[src/rtl/ila_trace_arbiter.sv]
// Merges two per-hart ILA commit-trace streams into one valid/ready port.
// Each hart has a drop-on-overflow FIFO; a round-robin arbiter feeds a registered output stage.

module ila_trace_fifo #(
    parameter int DEPTH = 4,
    parameter int CNT_W = 32,
    parameter int REC_W = 144
) (
    input  logic             clk,
    input  logic             rst_n,
    input  logic             push_req,
    input  logic             pop,
    input  logic             clear,
    input  logic [REC_W-1:0] din,
    output logic [REC_W-1:0] head,
    output logic             not_empty,
    output logic [CNT_W-1:0] drops
);
    localparam int AW = $clog2(DEPTH);

    logic [REC_W-1:0] mem [DEPTH];
    logic [AW:0]      wptr, rptr, count;
    logic             accept, drop;

    assign count     = wptr - rptr;
    assign not_empty = (count != '0);
    assign head      = mem[rptr[AW-1:0]];
    // A full FIFO still takes the record when the arbiter drains it in the same cycle.
    assign accept    = push_req & ((count != (AW+1)'(DEPTH)) | pop);
    assign drop      = push_req & ~accept;

    always_ff @(posedge clk or negedge rst_n) begin
        if (!rst_n) begin
            wptr <= '0;
            rptr <= '0;
        end else begin
            if (accept) wptr <= wptr + (AW+1)'(1);
            if (pop)    rptr <= rptr + (AW+1)'(1);
        end
    end

    always_ff @(posedge clk) begin
        if (accept) mem[wptr[AW-1:0]] <= din;
    end

    // Saturating counter; a clear coinciding with a drop still records that drop.
    always_ff @(posedge clk or negedge rst_n) begin
        if (!rst_n)                    drops <= '0;
        else if (clear)                drops <= drop ? CNT_W'(1) : '0;
        else if (drop && drops != '1)  drops <= drops + CNT_W'(1);
    end
endmodule

module ila_trace_arbiter #(
    parameter int DEPTH = 4,
    parameter int CNT_W = 32
) (
    input  logic             uncoreclk,
    input  logic             uncorerst_n,
    input  logic             enable,
    input  logic             clear_drops,
    input  logic             in0_valid,
    input  logic [1:0]       in0_hartid,
    input  logic [39:0]      in0_pc,
    input  logic [31:0]      in0_instr,
    input  logic             in0_rd_wen,
    input  logic [4:0]       in0_rd_waddr,
    input  logic [63:0]      in0_rd_wdata,
    input  logic             in1_valid,
    input  logic [1:0]       in1_hartid,
    input  logic [39:0]      in1_pc,
    input  logic [31:0]      in1_instr,
    input  logic             in1_rd_wen,
    input  logic [4:0]       in1_rd_waddr,
    input  logic [63:0]      in1_rd_wdata,
    output logic             out_valid,
    input  logic             out_ready,
    output logic             out_src,
    output logic [1:0]       out_hartid,
    output logic [39:0]      out_pc,
    output logic [31:0]      out_instr,
    output logic             out_rd_wen,
    output logic [4:0]       out_rd_waddr,
    output logic [63:0]      out_rd_wdata,
    output logic [15:0]      out_seq,
    output logic [CNT_W-1:0] drops0,
    output logic [CNT_W-1:0] drops1
);
    typedef struct packed {
        logic [1:0]  hartid;
        logic [39:0] pc;
        logic [31:0] instr;
        logic        rd_wen;
        logic [4:0]  rd_waddr;
        logic [63:0] rd_wdata;
    } trace_rec_t;

    trace_rec_t [1:0]            in_rec, head_rec;
    trace_rec_t                  out_rec;
    logic [1:0]                  push_req, pop, not_empty;
    logic [1:0][CNT_W-1:0]       drops;
    logic                        load, grant, last_src;

    assign in_rec[0] = {in0_hartid, in0_pc, in0_instr, in0_rd_wen, in0_rd_waddr, in0_rd_wdata};
    assign in_rec[1] = {in1_hartid, in1_pc, in1_instr, in1_rd_wen, in1_rd_waddr, in1_rd_wdata};
    assign push_req  = {in1_valid & enable, in0_valid & enable};

    for (genvar h = 0; h < 2; h++) begin : g_hart
        ila_trace_fifo #(.DEPTH(DEPTH), .CNT_W(CNT_W), .REC_W($bits(trace_rec_t))) u_fifo (
            .clk       (uncoreclk),
            .rst_n     (uncorerst_n),
            .push_req  (push_req[h]),
            .pop       (pop[h]),
            .clear     (clear_drops),
            .din       (in_rec[h]),
            .head      (head_rec[h]),
            .not_empty (not_empty[h]),
            .drops     (drops[h])
        );
    end

    assign load = (~out_valid | out_ready) & (|not_empty);

    always_comb begin
        grant = not_empty[1];
        if (&not_empty) grant = ~last_src;
    end

    assign pop = load ? (grant ? 2'b10 : 2'b01) : 2'b00;

    always_ff @(posedge uncoreclk or negedge uncorerst_n) begin
        if (!uncorerst_n) begin
            out_valid <= 1'b0;
            out_rec   <= '0;
            out_src   <= 1'b0;
            last_src  <= 1'b1;
            out_seq   <= '0;
        end else begin
            if (out_valid & out_ready) out_seq <= out_seq + 16'd1;
            if (load) begin
                out_valid <= 1'b1;
                out_rec   <= head_rec[grant];
                out_src   <= grant;
                last_src  <= grant;
            end else if (out_ready) begin
                out_valid <= 1'b0;
            end
        end
    end

    assign out_hartid   = out_rec.hartid;
    assign out_pc       = out_rec.pc;
    assign out_instr    = out_rec.instr;
    assign out_rd_wen   = out_rec.rd_wen;
    assign out_rd_waddr = out_rec.rd_waddr;
    assign out_rd_wdata = out_rec.rd_wdata;
    assign drops0       = drops[0];
    assign drops1       = drops[1];
endmodule

[config.mk]
export PLATFORM = sky130hd
export DESIGN_NAME = ila_trace_arbiter
export DESIGN_NICKNAME = d
export VERILOG_FILES = /design/src/rtl/ila_trace_arbiter.sv
export SDC_FILE = /design/constraint.sdc
export NUM_CORES = 1
export LEC_CHECK = 0
export ABC_CLOCK_PERIOD_IN_PS = 7700
export CAP_MARGIN = 10
export CELL_PAD_IN_SITES_DETAIL_PLACEMENT = 1
export CELL_PAD_IN_SITES_GLOBAL_PLACEMENT = 1
export CORE_MARGIN = 4
export CORE_UTILIZATION = 30
export DETAILED_ROUTE_END_ITERATION = 12
export PLACE_DENSITY = 0.55
export REMOVE_ABC_BUFFERS = 1
export SKIP_CTS_REPAIR_TIMING = 1
export SYNTH_ARGS = -nofsm -noshare
export SYNTH_HDL_FRONTEND = slang
export SYNTH_HIERARCHICAL = 1
export SYNTH_SLANG_ARGS = --single-unit
[constraint.sdc]
create_clock -name uncoreclk -period 7.7 [get_ports uncoreclk]
set_input_delay 1.54 -clock uncoreclk [delete_from_list [all_inputs] [get_ports uncoreclk]]
set_output_delay 1.54 -clock uncoreclk [all_outputs]
set_load 0.1 [all_outputs]
==> impl_results.md <==
- Ys async rst share: 0.172
- GRT Residual Overflow: 0
- Cell area after synthesis: 52300 um2
- Ys flop type: edfxtp_1
- Leak: 22.2 nW
- Placed Area: 60400 um2
- Largest cells by area after synthesis: edfxtp_1 (66%), mux4_2 (12%), dfrtp_1 (11%)
- Final Hold Viols: 0
- Layout Nets: 3411
- Detail Route Antenna Nets: 0
- Reg2Reg Setup Slack: 2370 ps
- Core area: 172000 um2
- RSZ-0062 raised after global routing: false
- First drt pass iteration count: 6
- Avg Cell Area, Syn: 20.9 um2
- GPL Wtd Cong: 0.715
- Global Route Usage Sum: 0.161
- Fmax: 188 MHz
- Initial antenna violation count: 30
- Synth top cells by count: edfxtp_1 (1152), mux4_2 (288), dfrtp_1 (238)
- Starting Density: 0.303
- Setup slack after layout: 2370 ps
- Most common cell in the netlist: edfxtp_1
- Largest net degree at the start of global routing: 92
- Number of max-cap violations: 0
- Vias in the first global route: 29000
- Top cell type's share of synthesized area: 0.662
- Seq/Total Area, Yosys: 0.776
- Die ar.: 181000 um2
- Register bit total from synthesis: 1391
- Clock transition at the registers of the reported paths: 60 ps
- Cells after synthesis: 2505
- Place WS: 2210 ps
- Clock sinks: 1391
- Post-synth EDFFs: 1152
- First-pass GRT wire length: 213 mm
- CTS tree: done
- Crit path kind: register to register
- Max Slew Vio Count: 0
- WL final: 145 mm
- Status: completed
- Vias per cell: 4.84
- Crit path launch type: register
- Final setup violation count: 0
- Routed wire per std cell: 26.2 um
- Top Layer Used: met5
- Drc violations: 0
- Power Dens Cells: 406 nW/um2
- Io pins: 521
- Clk buf depth: 3
- Final period util: 0.692
- H-tree Lvls: 4
- DRT met1 WL: 60.3 mm
- Layout cells sized above 1: 0.185
- WP data arrival: 5780 ps
- Final HPWL DP: 89.3 mm
- FP Rows: 152
- Metal2 WL: 74.1 mm
- Synth warn: 6
- I/O Buffers: 520
- Clock root cell: clkbuf_16
- CP required: 8160 ps
- Final design area excluding fillers: 65300 um2
- CP endpoint kind: register
- Total number of vias: 26900
- Actual slew at the worst max-slew pin: 1180 ps
- VDD IR max: 0.304 mV
- DRT iter0 DRCs: 2622
- Slew Limit Headroom: 0.214
- Skew final: 34.0 ps
- Clock latency on the worst-skew pair: 790 ps
- Die width: 425 um
- HP Class: register to register
- Number of library cell types mapped by synthesis: 47
- Metal3 WL: 7.53 mm
- Cell type with the largest total area after synthesis: edfxtp_1
- Layout area overhead: 25.0%
- CP Max Fanout: 47
- Die Y-Extent: 425 um
- Total CTS buffers: 153
- Tmin final: 5330 ps
## cells in the final DEF, fill, tap and decap left out, drive strengths merged, types with 5 or more instances in the layout
cell type / instances
diode: 21
a21oi: 6
ha: 17
edfxtp: 1152
xor2: 62
clkbuf: 224
and2: 14
nor2: 72
clkinvlp: 8
dfrtp: 238
and3: 15
inv: 173
bufinv: 5
clkdlybuf4s50: 516
nand4: 35
or3: 8
clkinv: 36
nand3: 43
nor4: 10
xnor2: 17
nand2: 34
a222oi: 144
nor3: 7
o21ai: 9
buf: 53
mux4: 288
## state kept, by name, summed over array words and instances, names as in the netlist
name	flops
out_pc	40
out_instr	32
out_valid	1
out_hartid	2
last_src	1
out_rd_waddr	5
out_rd_wdata	64
out_seq	16
out_src	1
g_hart.u_fifo/drops	64
out_rd_wen	1
g_hart.u_fifo/rptr	6
g_hart.u_fifo/wptr	6
g_hart.u_fifo/mem	1152
## logic make-up (layout without fill, tap and decap cells)
family                   Yosys count  after routing  share of synthesized area
AO/OA/AOI/OAI                    175            175                     0.0320
XOR/XNOR                          79             79                     0.0132
adder cells (fa/ha/maj)           17             17                    0.00407
buffers and inverters            294           1015                     0.0229
flip-flops                      1391           1391                      0.776
multiplexers                     289            289                      0.124
other                              0             21                          0
AND/OR/NAND/NOR                  260            260                     0.0270
## path summary, 6_finish.rpt
path / start / endpoint / depth (start not counted)
max: g_hart[1].u_fifo/rptr[1] / g_hart[0].u_fifo/mem[3][59] / 12
min: out_src / out_src / 1
max reg2reg: g_hart[1].u_fifo/rptr[1] / g_hart[0].u_fifo/mem[3][59] / 12
min reg2reg: out_src / out_src / 1
max in group asynchronous: uncorerst_n / g_hart[0].u_fifo/rptr[0] / 2
min in group asynchronous: uncorerst_n / out_rd_wdata[31] / 1
## per-layer routing
layer  GRT usage  vias to the layer above
met4      0.0493                        6
met5           0                        -
li1            -                    11500
met1       0.206                    14500
met2       0.270                      729
met3      0.0376                      200
## critical path, cell delays in order (launching register included)
cell      delay [ps]
dfrtp_4          770
inv_1            150
ha_1             350
nor2b_1          150
o21ai_0          540
and2_1           250
nand3_1          190
nand2b_1         130
and3_4           570
nand3b_1         300
o21a_1           290
and2_4           840
buf_4            390
## through the flow
stage                     std cells  hold slack, ps   util  TNS (ps)  total power, W
final                          5557             486  0.379         0          0.0265
after global routing           5549             502  0.379         0          0.0278
after CTS                      5536             488  0.378         0          0.0270
after detailed placement       5254             475  0.350         0          0.0198
after global placement         5254             466  0.350         0          0.0197
after floorplan                2375             460      -  -7921730          0.0173
## power breakdown
group	internal, W	switching (W)	total (W)
Sequential	0.00944	0.000719	0.0102
Combinational	0.00303	0.00625	0.00927
Clock	0.00412	0.00297	0.00709
## area by class of cell
| class | count | area, um2 |
|---|---|---|
| antenna | 21 | 52.6 |
| clock buffer | 224 | 4360 |
| clock inverter | 58 | 505 |
| fill | 16800 | 107000 |
| inverter | 164 | 616 |
| multi-input combinational | 820 | 10500 |
| sequential | 1391 | 40600 |
| tap | 2310 | 2890 |
| timing repair buffer | 569 | 5760 |
No activity file was read; power rests on OpenSTA's default activity.
